`config.mk`:
```
export PLATFORM = sky130hd
export DESIGN_NAME = tests_stall_fifo_flat
export DESIGN_NICKNAME = d
export VERILOG_FILES = /design/src/rtl/tests_stall_fifo_if.sv /design/src/rtl/tests_stall_fifo.sv /design/src/flat_wrapper.sv
export SDC_FILE = /design/constraint.sdc
export NUM_CORES = 1
export LEC_CHECK = 0
export ABC_AREA = 1
export CAP_MARGIN = 20
export CORE_MARGIN = 4
export CORE_UTILIZATION = 45
export CTS_CLUSTER_DIAMETER = 60
export DETAILED_ROUTE_END_ITERATION = 12
export GPL_TIMING_DRIVEN = 0
export PLACE_DENSITY = 0.7
export SYNTH_ARGS = -nofsm -noshare
export SYNTH_HDL_FRONTEND = slang
export SYNTH_SLANG_ARGS = --single-unit
```
`constraint.sdc`:
```
create_clock -name clk -period 4.5 [get_ports clk]
set_clock_uncertainty 0.1 [all_clocks]
set_input_delay 0.9 -clock clk [delete_from_list [all_inputs] [get_ports clk]]
set_output_delay 0.9 -clock clk [all_outputs]
set_load 0.02 [all_outputs]
```
`src/rtl/tests_stall_fifo_if.sv`:
```
// Valid/ready stream bundle for tests_stall_fifo: producer side (in_*) and consumer side (out_*).
interface tests_stall_fifo_if #(
  parameter int unsigned WIDTH = 32
);
  logic             in_valid_i;
  logic             in_ready_o;
  logic [WIDTH-1:0] in_data_i;
  logic             out_valid_o;
  logic             out_ready_i;
  logic [WIDTH-1:0] out_data_o;

  // Environment view: drives producer/consumer controls, observes the buffer.
  modport master (
    output in_valid_i, in_data_i, out_ready_i,
    input  in_ready_o, out_valid_o, out_data_o
  );

  // Buffer view.
  modport slave (
    input  in_valid_i, in_data_i, out_ready_i,
    output in_ready_o, out_valid_o, out_data_o
  );
endinterface

```
`src/rtl/tests_stall_fifo.sv`:
```
// Test-only elastic buffer whose input and output handshakes are throttled by external stall strobes.
// Optional throttle counters are built when TESTS_STALL_FIFO_STAT_EN is defined.
module tests_stall_fifo #(
  parameter int unsigned WIDTH = 32,
  parameter int unsigned DEPTH = 4
) (
  input  logic                  clk,
  input  logic                  rst,
  input  logic                  flush_i,
  input  logic                  stall_in_i,
  input  logic                  stall_out_i,
  tests_stall_fifo_if.slave     bus,
  output logic [$clog2(DEPTH):0] level_o,
  output logic [31:0]           stat_in_stall_o,
  output logic [31:0]           stat_out_stall_o
);

  localparam int unsigned AW = $clog2(DEPTH);
  localparam int unsigned PW = AW + 1;

  logic [WIDTH-1:0] mem [DEPTH];
  logic [PW-1:0]    wr_ptr;
  logic [PW-1:0]    rd_ptr;
  logic             empty;
  logic             full;
  logic             push;
  logic             pop;

  // Extra pointer MSB separates full from empty when the index bits match.
  assign empty = (wr_ptr == rd_ptr);
  assign full  = (wr_ptr[AW-1:0] == rd_ptr[AW-1:0]) && (wr_ptr[AW] != rd_ptr[AW]);

  assign bus.in_ready_o  = !rst && !full && !stall_in_i;
  assign bus.out_valid_o = !rst && !empty && !stall_out_i;

  assign push = bus.in_valid_i && bus.in_ready_o;
  assign pop  = bus.out_valid_o && bus.out_ready_i;

  assign bus.out_data_o = rst ? '0 : mem[rd_ptr[AW-1:0]];
  assign level_o        = rst ? '0 : PW'(wr_ptr - rd_ptr);

  // Storage and pointers; a flush drops any push landing in the same cycle.
  always_ff @(posedge clk) begin
    if (rst) begin
      wr_ptr <= '0;
      rd_ptr <= '0;
      for (int i = 0; i < int'(DEPTH); i++) begin
        mem[i] <= '0;
      end
    end else if (flush_i) begin
      wr_ptr <= '0;
      rd_ptr <= '0;
    end else begin
      if (push) begin
        mem[wr_ptr[AW-1:0]] <= bus.in_data_i;
        wr_ptr              <= wr_ptr + PW'(1);
      end
      if (pop) begin
        rd_ptr <= rd_ptr + PW'(1);
      end
    end
  end

`ifdef TESTS_STALL_FIFO_STAT_EN
  logic [31:0] in_stall_cnt;
  logic [31:0] out_stall_cnt;

  // Saturating throttle counters, immune to flush.
  always_ff @(posedge clk) begin
    if (rst) begin
      in_stall_cnt  <= '0;
      out_stall_cnt <= '0;
    end else begin
      if (bus.in_valid_i && !bus.in_ready_o && (in_stall_cnt != 32'hFFFF_FFFF)) begin
        in_stall_cnt <= in_stall_cnt + 32'd1;
      end
      if (!empty && bus.out_ready_i && stall_out_i && (out_stall_cnt != 32'hFFFF_FFFF)) begin
        out_stall_cnt <= out_stall_cnt + 32'd1;
      end
    end
  end

  assign stat_in_stall_o  = rst ? '0 : in_stall_cnt;
  assign stat_out_stall_o = rst ? '0 : out_stall_cnt;
`else
  assign stat_in_stall_o  = '0;
  assign stat_out_stall_o = '0;
`endif

endmodule

```
`src/flat_wrapper.sv`:
```
// flat-port wrapper written by rule: the top's interface ports become plain ports
module tests_stall_fifo_flat 
#(
  parameter int unsigned WIDTH = 32,
  parameter int unsigned DEPTH = 4
)
  (clk, rst, flush_i, stall_in_i, stall_out_i, level_o, stat_in_stall_o, stat_out_stall_o, bus_in_valid_i, bus_in_data_i, bus_out_ready_i, bus_in_ready_o, bus_out_valid_o, bus_out_data_o);
  tests_stall_fifo_if #(.WIDTH(WIDTH)) bus_i ();
  input  logic clk;
  input  logic rst;
  input  logic flush_i;
  input  logic stall_in_i;
  input  logic stall_out_i;
  output logic [$clog2(DEPTH):0] level_o;
  output logic [31:0] stat_in_stall_o;
  output logic [31:0] stat_out_stall_o;
  input wire logic [$bits(bus_i.in_valid_i)-1:0] bus_in_valid_i;
  input wire logic [$bits(bus_i.in_data_i)-1:0] bus_in_data_i;
  input wire logic [$bits(bus_i.out_ready_i)-1:0] bus_out_ready_i;
  output wire logic [$bits(bus_i.in_ready_o)-1:0] bus_in_ready_o;
  output wire logic [$bits(bus_i.out_valid_o)-1:0] bus_out_valid_o;
  output wire logic [$bits(bus_i.out_data_o)-1:0] bus_out_data_o;
  assign bus_i.in_valid_i = bus_in_valid_i;
  assign bus_i.in_data_i = bus_in_data_i;
  assign bus_i.out_ready_i = bus_out_ready_i;
  assign bus_in_ready_o = bus_i.in_ready_o;
  assign bus_out_valid_o = bus_i.out_valid_o;
  assign bus_out_data_o = bus_i.out_data_o;
  tests_stall_fifo #(.WIDTH(WIDTH), .DEPTH(DEPTH)) u_core (.clk(clk), .rst(rst), .flush_i(flush_i), .stall_in_i(stall_in_i), .stall_out_i(stall_out_i), .bus(bus_i), .level_o(level_o), .stat_in_stall_o(stat_in_stall_o), .stat_out_stall_o(stat_out_stall_o));
endmodule
```
==> results.yml <==
run_status:
  status: "complete, no violations"
power:
  p_total_mw: 3.08
  leakagePower_nw: 3.66
  peakVddDrop_mv: 0.246
  p_per_area_nw_per_um2: 361
layout:
  seq_area_um2: 4000
  nNetsFinal: 893
  mostFrequentLayoutCells: "nor2_1, edfxtp_1, clkdlybuf4s50_1, o21ai_0"
  final_common_cell: "nor2_1"
  diodes: 0
  stdcell_count: 1046
  drive_gt1_frac: 0.142
  multiInputGateArea_um2: 2090
  fillers: 1248
  syn_to_final_growth_pct: 27.2
clock_tree:
  clk_pin_slew_worst_paths_ns: 0.05
  numCtsBuffers: 17
  clk_latency_ns: 0.41
  cts_buffer_depth: 2
  post-cts-setup-buffers: 0
  cts_tree: "built"
  cts_resized: 0
  cts.sinks: 136
  ctsHoldBuffers: 0
  cts_htree_levels: 4
  clockRootBuffer: "clkbuf_16"
placement:
  placedCellCount: 1014
  io_buffer_count: 75
  dpl_worst_slack_ns: 0.406
  dp_hpwl_mm: 10.0
  gp_congestion: 0.747
sta:
  setup_ws_ns: 0.385
  finalCritPeriodShare: 0.915
  tightest_slew_ns: 0.893
  final.min_clock_period_ns: 4.12
  rsz0062_at_grt: "no"
  slew_viol_final: 0
  setup_violations: 0
  fmax_mhz: 243
  hold_viol_final: 0
  relSlewSlack: 0.403
routing:
  drt-initial-drc-count: 278
  wl_per_cell_um: 14.5
  vias_per_cell: 4.70
  ant_nets: 0
  totalWireLength_mm: 15.2
  dr.pass1.iters: 4
  vias: 4915
  route.detailed.drc: 0
worst_setup_path:
  setup.worst_path.end_class: "output port"
  critical_path_arrival_ns: 3.12
  critical_path_class: "input pin to output port"
  required_ns: 3.50
  worst-path-max-fanout: 10
  startpoint_type: "input pin"
floorplanning:
  core_um2: 14600
  start_util: 0.460
  fp.dieH_um: 130
  rows: 44
  die-area_um2: 16900
  die_w_um: 130
  ios: 140
flow_run:
  drv_cap: 0
grt:
  grt_use_met2: 0.333
  use_met3: 0.0446
  antenna_found_initial: 0
  gr-usage-met1: 0.222
  gr-total-overflow: 0
  grt_max_degree: 33
  grt_first_pass_wirelength_mm: 23.5
  grt_busiest_layer: "met2"
  grt_usage: 0.185
  grt_pass1_vias: 4750
yosys:
  syn_area_per_cell_um2: 9.70
  ys.flop_type: "edfxtp_1"
  syn_area_um2: 6700
  synth_cell_type_count: 26
  yosysSeqAreaShare: 0.597
  synth_cells: 691
  ys_ff_latch: 136
  async_flop_share: 0
  synth_warnings: 0
  synth-edff-count: 128
worst_hold_path:
  min_path_type: "register to register"
where the power goes:
group          switching (mW)  internal [mW]
clock network           0.490          0.858
logic                   0.175          0.115
registers              0.0114           1.43
total                   0.676           2.40
path summary, 6_finish.rpt:
path	startpoint	to	slack (ns)	cells after the start
worst max-delay path	rst	bus_out_data_o[8]	0.38	5
worst min-delay path	u_core.rd_ptr[2]	u_core.rd_ptr[2]	0.43	2
worst max register to register	u_core.wr_ptr[0]	u_core.mem[2][0]	1.52	10
worst min register to register	u_core.rd_ptr[2]	u_core.rd_ptr[2]	0.43	2
final cells by class:
cell class | count | share of cell area
sequential | 136 | 0.470
multi-input combinational | 472 | 0.245
clock inverter | 12 | 0.0156
timing repair buffer | 76 | 0.0904
clock buffer | 20 | 0.0512
buffer | 100 | 0.0812
tap | 184 | 0.0270
inverter | 46 | 0.0203
synthesized netlist by cell type (4+ instances only):
cell | count | area share
edfxtp_1 | 128 | 0.57
nand3_4 | 4 | 0.010
dfxtp_1 | 8 | 0.024
nand2_1 | 16 | 0.0090
buf_1 | 5 | 0.0028
inv_1 | 45 | 0.025
a21oi_1 | 35 | 0.026
buf_6 | 9 | 0.015
nor2_1 | 266 | 0.15
buf_2 | 7 | 0.0052
ha_1 | 4 | 0.0075
buf_4 | 64 | 0.072
nor2_2 | 4 | 0.0037
o21ai_0 | 66 | 0.049
clkbuf_1 | 15 | 0.0084
per-stage QoR:
step	utilization	setup TNS [ns]	hold slack, ns	area, um^2
2_1_floorplan	-	0	0.386	6940
3_3_place_gp	0.543	-20.06	0.406	7920
3_5_place_dp	0.545	0	0.425	7960
4_1_cts	0.584	0	0.433	8530
5_1_grt	0.584	0	0.459	8530
6_report	0.584	0	0.432	8530
critical path, stage by stage:
cell and delay [ns]:
clkdlybuf4s50_1 0.51, clkbuf_1 0.44, clkbuf_1 0.53, a21oi_1 0.14, clkdlybuf4s50_1 0.58
sequential cells by signal, indices dropped and copies added, names as in the netlist, named ones only:
signal and count:
u_core.wr_ptr 3, u_core.mem 128, u_core.rd_ptr 3
cells by family (layout without fill, tap and decap cells):
family                   Yosys count  count (layout)  share of synthesized area
AND/OR/NAND/NOR                  298             298                      0.183
flip-flops                       136             136                      0.597
XOR/XNOR                           3               3                    0.00392
adder cells (fa/ha/maj)            5               5                     0.0105
buffers and inverters            146             254                      0.129
other                              1              64                   0.000559
AO/OA/AOI/OAI                    102             102                     0.0761
metal layers:
| metal | routed length [um] | vias to the layer above |
|---|---|---|
| met5 | 0 | - |
| met4 | 152 | 0 |
| met3 | 1170 | 11 |
| met2 | 7720 | 204 |
| met1 | 6180 | 2252 |
| li1 | - | 2448 |
Note: power is estimated with default switching activity, not from simulation.
